`src/rtl/arb_dp_burst_sched.sv`:
```
// Burst scheduler: dynamic-priority plus age arbitration, then burst ownership
// of a shared resource until the final acknowledged beat.
module arb_dp_burst_sched #(
    parameter int n           = 4,
    parameter int index_width = 2,
    parameter int prior_width = 2,
    parameter int age_width   = 4,
    parameter int len_width   = 4
) (
    input  logic                        clk,
    input  logic                        rst_n,
    input  logic                        enable,
    input  logic [n-1:0]                request,
    input  logic [n*prior_width-1:0]    prior,
    input  logic [n-1:0]                mask,
    input  logic [n*len_width-1:0]      burst_len,
    input  logic                        beat,
    output logic                        granted,
    output logic [n-1:0]                grant,
    output logic [index_width-1:0]      grant_index,
    output logic                        last,
    output logic [n-1:0]                age_sat
);

    localparam int uw = ((prior_width > age_width) ? prior_width : age_width) + 1;

    typedef enum logic {IDLE, BUSY} state_t;

    state_t                 state_q, state_d;
    logic [index_width-1:0] owner_q, owner_d;
    logic [n-1:0]           grant_q, grant_d;
    logic [len_width-1:0]   count_q, count_d;
    logic [age_width-1:0]   age_q [n];
    logic [age_width-1:0]   age_d [n];
    logic [n-1:0]           age_sat_q;

    logic [prior_width-1:0] p_inv [n];
    logic [len_width-1:0]   bl_arr [n];
    logic [uw-1:0]          urg [n];
    logic [n-1:0]           eligible;
    logic                   any_eligible;
    logic [index_width-1:0] win_idx;
    logic [uw-1:0]          best_urg;
    logic                   win_found;
    logic                   do_arb;

    assign eligible     = request & ~mask;
    assign any_eligible = |eligible;

    // Inverted priority gives 2^w-1 - prior, so 0 is the most urgent field.
    always_comb begin
        for (int i = 0; i < n; i++) begin
            p_inv[i]  = ~prior[i*prior_width +: prior_width];
            bl_arr[i] = burst_len[i*len_width +: len_width];
            urg[i]    = uw'(p_inv[i]) + uw'(age_q[i]);
        end
    end

    // Strict greater-than while scanning upward keeps ties at the lowest index.
    always_comb begin
        win_idx   = '0;
        best_urg  = '0;
        win_found = 1'b0;
        for (int i = 0; i < n; i++) begin
            if (eligible[i] && (!win_found || urg[i] > best_urg)) begin
                win_found = 1'b1;
                best_urg  = urg[i];
                win_idx   = index_width'(i);
            end
        end
    end

    always_comb begin
        state_d = state_q;
        owner_d = owner_q;
        grant_d = grant_q;
        count_d = count_q;
        do_arb  = 1'b0;
        unique case (state_q)
            IDLE: begin
                if (enable && any_eligible) do_arb = 1'b1;
            end
            BUSY: begin
                if (!request[owner_q]) begin
                    state_d = IDLE;
                    owner_d = '0;
                    grant_d = '0;
                    count_d = '0;
                end else if (beat) begin
                    if (count_q != '0) begin
                        count_d = count_q - 1'b1;
                    end else if (enable && any_eligible) begin
                        do_arb = 1'b1;
                    end else begin
                        state_d = IDLE;
                        owner_d = '0;
                        grant_d = '0;
                    end
                end
            end
            default: state_d = IDLE;
        endcase
        if (do_arb) begin
            state_d          = BUSY;
            owner_d          = win_idx;
            grant_d          = '0;
            grant_d[win_idx] = 1'b1;
            count_d          = bl_arr[win_idx];
        end
    end

    // The owner's age is frozen for the whole burst, including an abort cycle.
    always_comb begin
        for (int i = 0; i < n; i++) begin
            age_d[i] = age_q[i];
            if (do_arb && win_idx == index_width'(i)) begin
                age_d[i] = '0;
            end else if (eligible[i] && &age_q[i] == 1'b0 &&
                         !(state_q == BUSY && owner_q == index_width'(i))) begin
                age_d[i] = age_q[i] + 1'b1;
            end
        end
    end

    always_ff @(posedge clk) begin
        if (!rst_n) begin
            state_q   <= IDLE;
            owner_q   <= '0;
            grant_q   <= '0;
            count_q   <= '0;
            age_sat_q <= '0;
            for (int i = 0; i < n; i++) age_q[i] <= '0;
        end else begin
            state_q <= state_d;
            owner_q <= owner_d;
            grant_q <= grant_d;
            count_q <= count_d;
            for (int i = 0; i < n; i++) begin
                age_q[i]     <= age_d[i];
                age_sat_q[i] <= &age_d[i];
            end
        end
    end

    assign granted     = (state_q == BUSY);
    assign grant       = grant_q;
    assign grant_index = owner_q;
    assign last        = (state_q == BUSY) && (count_q == '0);
    assign age_sat     = age_sat_q;

endmodule

```
`config.mk`:
```
export PLATFORM = sky130hd
export DESIGN_NAME = arb_dp_burst_sched
export DESIGN_NICKNAME = d
export VERILOG_FILES = /design/src/rtl/arb_dp_burst_sched.sv
export SDC_FILE = /design/constraint.sdc
export NUM_CORES = 1
export LEC_CHECK = 0
export BUFFER_PORTS_ARGS = -buffer_cell sky130_fd_sc_hd__buf_4
export CELL_PAD_IN_SITES_DETAIL_PLACEMENT = 0
export CELL_PAD_IN_SITES_GLOBAL_PLACEMENT = 1
export CORE_UTILIZATION = 44
export CTS_BUF_LIST = sky130_fd_sc_hd__clkbuf_8
export CTS_CLUSTER_SIZE = 12
export DETAILED_ROUTE_END_ITERATION = 12
export GPL_TIMING_DRIVEN = 0
export PLACE_DENSITY = 0.83
export SETUP_SLACK_MARGIN = 0.05
export SYNTH_ARGS = -nofsm -noshare
export SYNTH_HDL_FRONTEND = slang
export SYNTH_SLANG_ARGS = --single-unit
```
`constraint.sdc`:
```
create_clock -name clk -period 8.07 [get_ports clk]
set_input_delay 2.0175 -clock clk [delete_from_list [all_inputs] [get_ports clk]]
set_output_delay 2.0175 -clock clk [all_outputs]
set_load 0.02 [all_outputs]
```
==> results of run 1 <==
Yosys cell counts (3+ instances only):
cell type	instances	area [um2]
nor3_1	7	35.0
a21boi_0	5	37.5
inv_1	35	131
nand3_1	11	55.1
nand4_1	6	37.5
a21o_1	8	60.1
xor2_1	6	52.6
nor2_1	31	116
a21oi_1	13	65.1
and3_1	4	25.0
mux2i_1	4	40.0
nor2b_1	3	18.8
nand2_2	3	18.8
nor3b_1	3	22.5
xnor2_1	13	114
fa_1	4	80.1
ha_1	29	363
nand2_1	35	131
clkbuf_1	7	26.3
o21bai_1	3	22.5
nand2b_1	6	37.5
mux2_2	6	67.6
dfxtp_1	31	621
o21ai_0	8	40.0
and2b_1	3	22.5
o22ai_1	3	18.8
a31oi_1	9	56.3
o211ai_1	4	30.0
metal layers:
metal,part of all wire,global-route usage,vias to the layer above
met4,0.015,0.0638,0
met2,0.46,0.323,46
met1,0.49,0.280,1177
met3,0.032,0.0374,13
met5,0,0,-
li1,-,-,1339
final timing paths:
| kind | slack, ns | depth (start not counted) | end |
|---|---|---|---|
| min | 0.47 | 2 | grant[1] |
| max | 0.45 | 28 | age_q[0][0] |
| max reg2reg | 1.89 | 26 | age_q[0][0] |
| min reg2reg | 0.47 | 2 | grant[1] |
flip-flops by register name, indices dropped and copies added (netlist names):
register / count
grant_index: 2
age_sat: 4
granted: 1
count_q: 4
age_q: 16
grant: 4
tightest hold or removal path, delay by kind of cell (launching register included):
family          cells  cell delay, ns
flops               1            0.31
compound gates      1            0.06
simple gates        1            0.05
report_power, final:
group / switching (mW) / internal [mW] / total [mW] / leakage [nW]
Combinational: 0.0971 / 0.0791 / 0.176 / 1.24
Sequential: 0.0109 / 0.161 / 0.172 / 0.252
Clock: 0.0635 / 0.0590 / 0.123 / 0.0453
through the flow:
stage	hold WS, ns	setup slack, ns	area (um2)	util
2_1_floorplan	0.511	0.960	2860	-
6_report	0.468	0.447	3430	0.543
4_1_cts	0.473	0.233	3400	0.538
3_3_place_gp	0.458	-0.0328	3310	0.524
5_1_grt	0.497	0.0683	3430	0.543
3_5_place_dp	0.460	-0.0701	3310	0.524
kinds of logic (layout without fill, tap and decap cells):
group	Yosys count	count (layout)
AOI/OAI and AO/OA	75	75
xor gates and xnor gates	19	19
adders and majority gates	33	33
buffers and inverters	47	106
DFF	31	31
muxes	11	11
and+or+nand+nor	132	132
cell type report:
cell class,count,area [um2]
Fill cell,627,2880
Sequential cell,31,621
Clock inverter,3,16.3
Tap cell,77,96.3
Clock buffer,5,68.8
Timing Repair Buffer,51,383
Inverter,35,131
Buffer,12,62.6
Multi-Input combinational cell,270,2050
repair_timing:
action | CTS | global route
setup endpoints to repair | 0 | 15
setup buffers | 0 | 4
hold buffers | 0 | 0
gates resized for setup | 0 | 1
==> results.yml, run 1 <==
synth:
  synth_compound_area_frac: 0.206
  synth_warnings: 0
  synth_top_family_by_area: "simple AND/OR/NAND/NOR gates"
  seq_area_frac_synth: 0.217
  synth.ff_latch_count: 31
  syn_area_um2: 2860
  synthMuxAreaShare: 0.0455
  synth_edf_count: 0
  synthSimpleGateAreaFrac: 0.251
  synthXorXnorAreaFrac: 0.0582
  synth_fa_ha_area_frac: 0.155
  syn_nets: 417
  syn_inst: 348
  synthFlopType: "dfxtp_1"
  synthArstFlopShare: 0
  synth_cell_types: 65
  syn_area_per_cell_um2: 8.22
setup_path:
  setup.worst_path.start: "prior[0]"
  slowest_stage: "fa_1"
  r2r_start: "age_q[0][0]"
  path_common_cell: "ha_1"
  path_buf_inv: 7
  worstPathMaxFanout: 10
  crit_required_ns: 8.24
  cpLargestDelayFamily: "simple AND/OR/NAND/NOR gates"
  path_class: "in -> reg"
  worstPathArrival_ns: 7.80
  slowest_delay_ns: 0.39
  cp-end-kind: "flip-flop"
  startpoint_type: "input port"
drt:
  ant_nets: 0
  drtIter0Drc: 95
  firstDrtPassIters: 4
  wl_per_cell_um: 13.9
  routed_wl_um: 6710
  vias: 2575
  drc_errors: 0
  via_per_inst: 5.32
timing:
  slew_headroom: 0.671
  finalCritPeriodShare: 0.945
  clock.fmax_mhz: 131
  skew_ns: 0.0128
  finalHoldViolations: 0
  setup_viol: 0
  worst_pin_slew_ns: 0.493
  fin_crit_ns: 7.62
  slew_violations: 0
  rsz0062_at_grt: "false"
  fin_setup_tns_ns: 0
global_route:
  antenna_found_initial: 0
  grt_max_degree: 11
  grt_use_total: 0.205
  grt_pass1_wl_um: 10500
  grt_pass1_vias: 2236
  grt_overflow: 0
placed_design:
  dpl.hpwl_um: 5350
  dp.cells: 472
  place_congestion: 0.882
  portBuffers: 47
cts:
  htree_levels: 2
  cts_tree: "yes"
  clock_path_buffers: 2
  clock_latency_ns: 0.29
  cts_sinks: 31
  cts_buffers: 5
  cts-root-buf: "clkbuf_8"
  clk_pin_slew_ns: 0.07
die:
  initial_core_util: 0.453
  dieWidth_um: 82.6
  io_pins: 48
  die_area_um2: 6830
  die_height_um: 82.6
  rows: 29
  core_um2: 6310
run_status:
  status: "finished clean"
cells_and_area:
  drive_gt1_frac: 0.233
  diodes: 0
  mostFrequentLayoutCells: "buf_4 (53), inv_1 (36), nand2_1 (35)"
  synthToLayoutAreaGrowth_pct: 19.9
  layout_commonest_cell: "buf_4"
  instances_no_fill: 484
  nets: 475
flow_run:
  timing.max_cap.violations: 0
power_and_ir_drop:
  cellPowerDensity_nw_per_um2: 137
  totalPowerFinal_mw: 0.471
  p_leak_nw: 1.54
  ir_worst_vdd_v: 0.0000907
min_path:
  min_from: "grant[1]"
  hold_class: "reg -> reg"
(Power assumes the default switching activity.)
==> inputs of run 2 (changes only) <==
--- a/config.mk
+++ b/config.mk
@@ -14,6 +14,7 @@
 export DETAILED_ROUTE_END_ITERATION = 12
 export GPL_TIMING_DRIVEN = 0
 export PLACE_DENSITY = 0.83
+export REMOVE_ABC_BUFFERS = 1
 export SETUP_SLACK_MARGIN = 0.05
 export SYNTH_ARGS = -nofsm -noshare
 export SYNTH_HDL_FRONTEND = slang
==> results.yml, run 2 (same netlist as run 1, synthesis figures left out) <==
run_status:
  status: "finished clean"
setup_path:
  worstPathArrival_ns: 7.68
  r2r_start: "age_q[0][0]"
  crit_required_ns: 8.25
  reg2regPathDepth: 23
  path_class: "in -> reg"
  worstPathMaxFanout: 15
  r2r_end: "count_q[3]"
  startpoint_type: "input port"
  rrSetupSlack_ns: 2.02
  cp-end-kind: "flip-flop"
cts:
  cts_tree: "yes"
  cts_buffers: 5
  htree_levels: 2
  clock_latency_ns: 0.29
  cts-root-buf: "clkbuf_8"
  clk_pin_slew_ns: 0.07
  cts_sinks: 31
  hold_buffers: 0
  clock_path_buffers: 2
drt:
  wl_per_cell_um: 13.6
  firstDrtPassIters: 4
  drc_errors: 0
  vias: 2540
  via_per_inst: 5.42
  routed_wl_um: 6400
  ant_nets: 0
  drtIter0Drc: 62
timing:
  clock.fmax_mhz: 133
  fin_setup_tns_ns: 0
  worst_pin_slew_ns: 0.657
  finalCritPeriodShare: 0.930
  slew_violations: 0
  finalHoldViolations: 0
  slew_headroom: 0.562
  fin_crit_ns: 7.51
  setup_viol: 0
  skew_ns: 0.00916
  rsz0062_at_grt: "false"
power_and_ir_drop:
  ir_worst_vdd_v: 0.0000791
  combPwrFrac: 0.347
  pwr-share-seq: 0.360
  cellPowerDensity_nw_per_um2: 143
  p_sw_mw: 0.171
  p_leak_nw: 1.50
  pwr-share-clk: 0.293
  internal_power_mw: 0.314
  swShare: 0.353
cells_and_area:
  diodes: 0
  nets: 460
  largest-register: "age_q"
  synthToLayoutAreaGrowth_pct: 18.2
  mostFrequentLayoutCells: "buf_4 (48), nand2_1 (35), inv_1 (35)"
  drive_gt1_frac: 0.222
  fill_cells: 632
  layout_commonest_cell: "buf_4"
  instances_no_fill: 469
  stdcell_area_um2: 3380
  largest_reg_flops: 16
global_route:
  grt_overflow: 0
  grt_pass1_wl_um: 10100
  antenna_found_initial: 0
  grt_max_degree: 19
  grt_pass1_vias: 2168
  grt_use_total: 0.197
placed_design:
  place_congestion: 0.891
  portBuffers: 47
  dpl.hpwl_um: 5190
  dp.cells: 460
  placed_area_um2: 3250
die:
  die_area_um2: 6830
  dieWidth_um: 82.6
  initial_core_util: 0.453
  io_pins: 48
  core_um2: 6310
  rows: 29
  die_height_um: 82.6
min_path:
  min_from: "grant[2]"
  min_to: "grant[2]"
  min_path_cells: 2
  hold_class: "reg -> reg"
flow_run:
  timing.max_cap.violations: 0
run 2: power by group through the flow:
stage / Combinational, mW / Sequential [mW] / Clock [mW]
final: 0.168 / 0.175 / 0.142
after global routing: 0.189 / 0.176 / 0.151
after CTS: 0.167 / 0.174 / 0.144
after detailed placement: 0.165 / 0.178 / 0
after global placement: 0.163 / 0.178 / 0
after floorplan: 0.116 / 0.177 / 0
run 2: final cells by class:
class,count,area (um2),area share
multi-input cells,270,2070,0.612
clock buffers,7,96.3,0.0285
inverters,35,131,0.0388
flip-flops and latches,31,621,0.183
well taps,77,96.3,0.0285
clock inverters,1,7.51,0.00222
repair buffers,48,360,0.107
run 2: worst max-delay path by stage:
stage	start	endpoint	slack, ns	depth (start not counted)
2_1_floorplan	prior[0]	count_q[3]	0.71	23
3_3_place_gp	prior[0]	count_q[3]	-0.29	24
3_5_place_dp	prior[0]	count_q[3]	-0.32	25
4_1_cts	prior[0]	count_q[3]	0.11	25
5_1_grt	prior[0]	count_q[3]	0.18	25
6_report	prior[0]	count_q[3]	0.56	25
run 2: what timing repair did:
item	4_1_cts	5_1_grt
buffers inserted	0	1
gates resized for setup	1	1
setup endpoints to repair	12	26
gates cloned	0	0
pin swaps	0	1
run 2: worst max-delay path: stages:
cell       delay [ns]
buf_4            0.11
inv_1            0.05
ha_1             0.16
inv_1            0.05
fa_1             0.39
nor3_1           0.31
inv_1            0.08
ha_1             0.29
nand4_1          0.17
o211ai_1         0.15
o221ai_4         0.48
mux2_2           0.41
ha_1             0.29
nand2b_1         0.06
a211oi_1         0.48
o311ai_4         0.20
nand2_1          0.09
o21ai_0          0.08
ha_1             0.33
nand4_1          0.18
or2_1            0.31
o221ai_4         0.44
nor2_1           0.10
a2111oi_2        0.34
a21oi_1          0.11
run 2: per-stage QoR:
stage | util | hold WS [ns] | power, mW | worst slack (ns)
after global routing | 0.536 | 0.510 | 0.516 | 0.178
after global placement | 0.514 | 0.457 | 0.342 | -0.287
after CTS | 0.533 | 0.477 | 0.486 | 0.107
after floorplan | - | 0.511 | 0.293 | 0.712
final | 0.536 | 0.474 | 0.485 | 0.564
after detailed placement | 0.514 | 0.462 | 0.343 | -0.320
run 2: metal layers:
metal	routed length, um	GRT usage	vias up
met5	0	0	-
met4	68	0.0552	0
met3	276	0.0396	5
met2	2730	0.293	46
met1	3320	0.285	1179
li1	-	-	1310
